File: config.mk
export PLATFORM = sky130hd
export DESIGN_NAME = register_file
export DESIGN_NICKNAME = d
export VERILOG_FILES = /design/src/rtl/register_file.sv
export SDC_FILE = /design/constraint.sdc
export NUM_CORES = 1
export LEC_CHECK = 0
export CAP_MARGIN = 20
export CORE_MARGIN = 8
export CORE_UTILIZATION = 50
export CTS_CLUSTER_DIAMETER = 50
export DETAILED_ROUTE_END_ITERATION = 10
export GPL_ROUTABILITY_DRIVEN = 0
export PLACE_DENSITY = 0.74
export SETUP_SLACK_MARGIN = 0.1
export SYNTH_ARGS = -nofsm -noshare
export SYNTH_HDL_FRONTEND = slang
export SYNTH_SLANG_ARGS = --single-unit
File: constraint.sdc
create_clock -name clk -period 5.5 [get_ports clk]
set_input_delay 0.55 -clock clk [delete_from_list [all_inputs] [get_ports clk]]
set_output_delay 0.55 -clock clk [all_outputs]
set_load 0.02 [all_outputs]
File: src/rtl/register_file.sv
// register_file: eight-entry 16-bit register file (r0=PC, r1=link, r6=SP, r7=ALU temp)
// Ports:
//   clk      system clock, state updates on posedge
//   rst      asynchronous active-low reset
//   in       write data from the shared bus
//   src_sel  source register select, dst_sel destination register select
//   in_en    write reg[dst_sel]; out_en drives bus_out and selects the move path
//   pc_inc   increment r0; sp_inc/sp_dec increment/decrement r6
//   bus_out  reg[src_sel] when out_en else zero
//   src_val  reg[src_sel]; dst_val reg[dst_sel]; pc r0; sp r6
module register_file #(
   parameter logic [15:0] RESET_PC  = 16'h0000,
   parameter logic [15:0] STACK_TOP = 16'hFFFF
) (
   input  logic        clk,
   input  logic        rst,
   input  logic [15:0] in,
   input  logic [2:0]  src_sel,
   input  logic [2:0]  dst_sel,
   input  logic        in_en,
   input  logic        out_en,
   input  logic        pc_inc,
   input  logic        sp_inc,
   input  logic        sp_dec,
   output logic [15:0] bus_out,
   output logic [15:0] src_val,
   output logic [15:0] dst_val,
   output logic [15:0] pc,
   output logic [15:0] sp
);
   logic [15:0] r [8];
   logic [15:0] nxt [8];
   logic [15:0] wdata;
   assign src_val = r[src_sel];
   assign dst_val = r[dst_sel];
   assign bus_out = out_en ? r[src_sel] : 16'h0000;
   assign pc = r[0];
   assign sp = r[6];
   assign wdata = out_en ? r[src_sel] : in;
   // A write to a register overrides its own increment/decrement; a self-move
   // therefore reloads the old value and suppresses the pc/sp update.
   always_comb begin
      for (int i = 0; i < 8; i++) nxt[i] = r[i];
      nxt[0] = r[0] + {15'd0, pc_inc};
      nxt[6] = (sp_inc && !sp_dec) ? r[6] + 16'd1 : (sp_dec && !sp_inc) ? r[6] - 16'd1 : r[6];
      if (in_en) nxt[dst_sel] = wdata;
   end
   always_ff @(posedge clk or negedge rst)
      if (!rst)
         for (int i = 0; i < 8; i++) r[i] <= (i == 0) ? RESET_PC : (i == 6) ? STACK_TOP : 16'h0000;
      else
         for (int i = 0; i < 8; i++) r[i] <= nxt[i];
endmodule

; After elaboration in Yosys (flattened, before gate mapping)
; Cells that the tools add are included.
[classes]
add_sub_neg = 3
order_cmp = 3
muxes = 14
n_bitwise = 2
reduce_logical = 5
[op_table]
columns = cell, count
row1 = $mux 16, 9
row2 = $bwmux 128, 1
row3 = $mux 128, 1
row4 = $bmux 16 s3, 2
row5 = $demux 16 s3, 1
row6 = $add 16x1->16, 1
row7 = $add 16x1->16 const B, 1
row8 = $sub 16x1->16 const B, 1
row9 = $ge 4x4->1 const B, 2
row10 = $not 3->4, 2
row11 = $lt 4x1->1 const B, 1
row12 = $logic_and 1x1->1, 3
row13 = $logic_not 1->1, 2
[word_totals]
regBits = 128
in_bits = 29
out_inout_bits = 80
elab_cells = 35

; Logic depth before layout (Yosys ltp)
[depth]
ltp_word = 7
ltp_mapped = 7
mapped_depth_nobuf = 7

; Worst setup path before layout
; Ideal clock, no wire load.
[synth_timing]
kind = in2out
from = input src_sel[0]
to = output bus_out[3]
arrival_time_ns = 2.255
required_time_ns = 4.950
path_slack_ns = 2.695
cell_stages = 6
path_buffers = 2
cell_sequence = buf_2 > nand2_1 > clkbuf_1 > o22ai_1 > a221oi_1 > and2_1
[synth_via]
elab_chain_cells = 5
[synth_lines]
columns = item, line_no
row1 = from (decl), 18  ; input logic [2:0] src_sel,
row2 = $not 3->4, --
row3 = $bmux 16 s3, --
row4 = $mux 16 (2 in a row), --
row5 = named net src_val[3], 26  ; output logic [15:0] src_val,
row6 = $mux 16, 36  ; assign bus_out = out_en ? r[src_sel] : 16'h0000;
row7 = to (decl), 25  ; output logic [15:0] bus_out,
; The timed path passes the listed nets, and every way through them passes these cells. The select of a mux whose other input is x is not followed.

; Worst setup path after layout
[layout_timing]
from = input src_sel[0]
to = output bus_out[9]
[layout_via]
elab_chain_cells = 5
[layout_lines]
columns = item, line_no
row1 = $not 3->4 (not written as such), 36
row2 = $bmux 16 s3, 36
row3 = $mux 16 (not written as such) (2 in a row), 36
row4 = $mux 16, 36
; Every way passes these cells. The select of a mux whose other input is x is not followed.

==> results.env <==
OUTCOME='finished, final reports clean'
SYNTH_AREA_PER_CELL_UM2=10.2
TIMING.MAX_CAP.VIOLATIONS=0
SYNTH_ENABLE_FLOP_CELLS=0
CTS_BUFFERS=17
SWITCHING_SHARE=0.371
SEQPWRFRAC=0.387
VIA_COUNT=6506
WL_PER_CELL_UM=23.1
ANTENNA_VIOL_NETS_FINAL=0
POSTSYNTHREGISTERBITS=128
DP_HPWL_UM=16200
NETLIST.TOP_CELL.BY_AREA='dfrtp_1'
WORST-R2R-SETUP-SLACK_NS=3.22
FINALWORSTPATHREQUIREDPERIOD_NS=4.12
INTERNAL_POWER_uW=2690
CRIT_PATH_CELL_TRACE='clkdlybuf4s50_1, nand2b_1, o22ai_1, a221oi_1, and2_1, clkdlybuf4s50_1'
CTSRESIZECOUNT=0
FINAL-MAX-SLEW-VIOLATION-COUNT=0
CLOCK_SKEW_NS=0.0160
IO_BUFFERS=108
MAX_STAGE_DELAY_NS=0.89
SYNTHESIZED_INSTANCE_COUNT=765
WORST_PIN_SLEW_NS=1.01
FIRST_GLOBAL_VIAS=6660
TIMING.FINAL.HOLD_VIOLATIONS=0
UNREPAIRED_SETUP_ENDPOINTS_AFTER_GLOBAL_ROUTING='false'
PLACEABLECOREAREA_UM2=15200
CP.ARRIVAL_NS=3.57
MULTI_INPUT_COMB_AREA_UM2=4080
HTREE_NUM_LEVELS=4
CP-END-KIND='primary output'
INITIALDRTVIOLATIONCOUNT=660
SWITCHING_PWR_uW=1590
CRIT_PATH_START_KIND='primary input'
DRC_VIOLATIONS=0
IO-PIN-COUNT=109
STD_CELL_ROWS=45
FINAL.FILL_COUNT=1185
DIE_H_UM=141
ANTENNA_VIOLATIONS_BEFORE_REPAIR=0
CP_SLOWEST_CELL='clkdlybuf4s50_1'
CELLLEAKAGEPOWER_uW=0.00405
FIN_CRIT_SH=0.750
CTS.ROOT.BUFFER_CELL='clkbuf_16'
CLOCK_TREE.BUFFER_DEPTH=2
VIA_CELL_RATIO=6.36
CLOCK_SINKS=128
MAX_FREQ_MHz=243
DIE_AREA_UM2=19800
MAXSLEWHEADROOM=0.323
HOLD_PATH_CLASS='in -> async'
POWER.CLOCK.FRACTION=0.251
VDD_IR_DROP_MAX_uV=260
MOST_FREQUENT_CELL_ON_THE_CRITICAL_PATH='clkdlybuf4s50_1'
DETAIL_ROUTE.WIRELENGTH_UM=23600
POSTCTSSETUPBUFFERS=0
FINALSETUPVIOLCOUNT=0
NUMBER_OF_UNIQUE_STANDARD_CELL_TYPES_USED_BY_SYNTHESIS=51
LAYOUT.CELLS.MOST_COMMON='nand2_1'
PATH_CLK_SLEW_NS=0.05
SETUP_SLACK_AFTER_PLACEMENT_NS=1.41
CRIT_BUF_INV=2
GRT_FIRST_PASS_WIRELENGTH_UM=37500
GRT_UTIL_ALL_LAYERS=0.241
ANTENNADIODECOUNT=0
TIMING_WORST_SETUP_PATH_TYPE='in -> out'
YOSYS_WARNINGS=0
SYNTH_NETS=798
AREA_OF_ALL_SEQUENTIAL_STANDARD_CELLS_UM2=3220
WORST-ENDPOINT-REQUIRED_NS=4.95
CLK-INSERTION-DELAY-LATE_NS=0.42
SYNTH_ASYNC_SR_FLOP_SHARE=1.00
GRT_START_MAX_NET_PINS=67
P_TOTAL_uW=4280
DPL-INSTANCE-AREA_UM2=8750
LAYOUT-AREA-OVERHEAD-VS-SYNTH_PCT=20.0
DRTPASS1ITERATIONS=5
POSTCTSHOLDBUFS=0
DOMINANTREGCELLSYNTH='dfrtp_1'
POST_LAYOUT_NET_COUNT=855
POWERDENSITY_nW_PER_UM2=457
SETUP_TOTAL_NEGATIVE_SLACK_NS=0
INITIAL_CORE_UTIL=0.513
CRITICAL_PATH.MAX_FANOUT=13
FP.DIEW_UM=141
FINAL_WORST_SETUP_SLACK_NS=1.38
YS_TOP_CELLS_BY_AREA='dfrtp_1, mux4_2, o21ai_0'
YS_SEQ_AREA_FRAC=0.413
FINAL_DESIGN_AREA_NO_FILL_UM2=9360
GLOBALROUTE.TOTALOVERFLOW=0
SHARE_OF_POST_ROUTE_CELLS_WITH_DRIVE_STRENGTH_ABOVE_1=0.178
COMBPWRFRAC=0.362
MOST-COMMON-LAYOUT-CELLS='nand2_1, o21ai_0, dfrtp_1, clkdlybuf4s50_1, mux2i_1'
SYNTH_TOP_AREA_FRAC=0.359
PATH_DELAY_FAMILY='buffers and inverters'
CTS_TREE='done'
POST_SYNTH_INSTANCE_AREA_UM2=7800
==> power groups by stage <==
| stage | Clock [µW] | Combinational [µW] | Sequential [µW] |
|---|---|---|---|
| after global placement | 0 | 1510 | 1630 |
| after detailed placement | 0 | 1540 | 1650 |
| after global routing | 1120 | 1670 | 1690 |
| after CTS | 1070 | 1550 | 1640 |
| after floorplan | 0 | 1160 | 1440 |
| final | 1070 | 1550 | 1650 |
==> final cells by class <==
cell class                 instances  area share
inverter                           8     0.00321
tap                              188      0.0251
clock inverter                     7     0.00642
clock buffer                      25      0.0529
timing repair buffer             125       0.132
sequential                       128       0.344
multi-input combinational        542       0.436
==> Yosys cell counts (4+ instances only) <==
library cell,count
dfstp_2,16
a22o_1,4
and2_1,9
or3_1,6
o21ai_0,114
nor2_1,15
nor4_1,8
ha_1,4
nand3_1,16
buf_2,10
buf_4,32
a21oi_1,6
nand2_1,120
inv_1,8
nor3_1,9
xor2_1,15
a221oi_1,8
mux2i_1,56
nor2b_1,7
o22ai_1,15
dfrtp_1,112
mux4_2,36
xnor2_1,11
and3_1,5
nand4_1,5
clkbuf_1,42
mux2_2,42
==> final timing paths <==
check	start	endpoint	cells past startpoint
max in group asynchronous	rst	pc[5]	2
setup / recovery	src_sel[0]	bus_out[9]	6
hold reg to reg	register	register	2
hold / removal	rst	async pin	1
setup reg to reg	pc[0]	pc[15]	6
min in group clk	register	register	2
==> stage by stage <==
stage | util | cells | hold slack [ns]
after CTS | 0.612 | 1021 | 0.256
final | 0.616 | 1023 | 0.192
after global routing | 0.616 | 1023 | 0.289
after floorplan | - | 765 | 0.254
after global placement | 0.575 | 989 | 0.478
after detailed placement | 0.575 | 989 | 0.487
==> metal layers <==
layer,wire [µm],part of all wire,up-vias,track usage
met1,9720,0.41,3228,0.305
met3,2040,0.087,53,0.0655
met5,0,0,-,0
met2,11200,0.47,347,0.385
met4,652,0.028,0,0.0979
li1,-,-,2878,-
==> kinds of logic after synthesis <==
logic type | after synthesis | share of synthesized area
flip-flops | 128 | 0.413
AO/OA/AOI/OAI | 164 | 0.119
multiplexers | 135 | 0.240
adder cells (fa/ha/maj) | 4 | 0.00642
XOR/XNOR | 26 | 0.0292
AND/OR/NAND/NOR | 213 | 0.128
buffers and inverters | 95 | 0.0637
No activity file was read; power rests on OpenSTA's default activity.
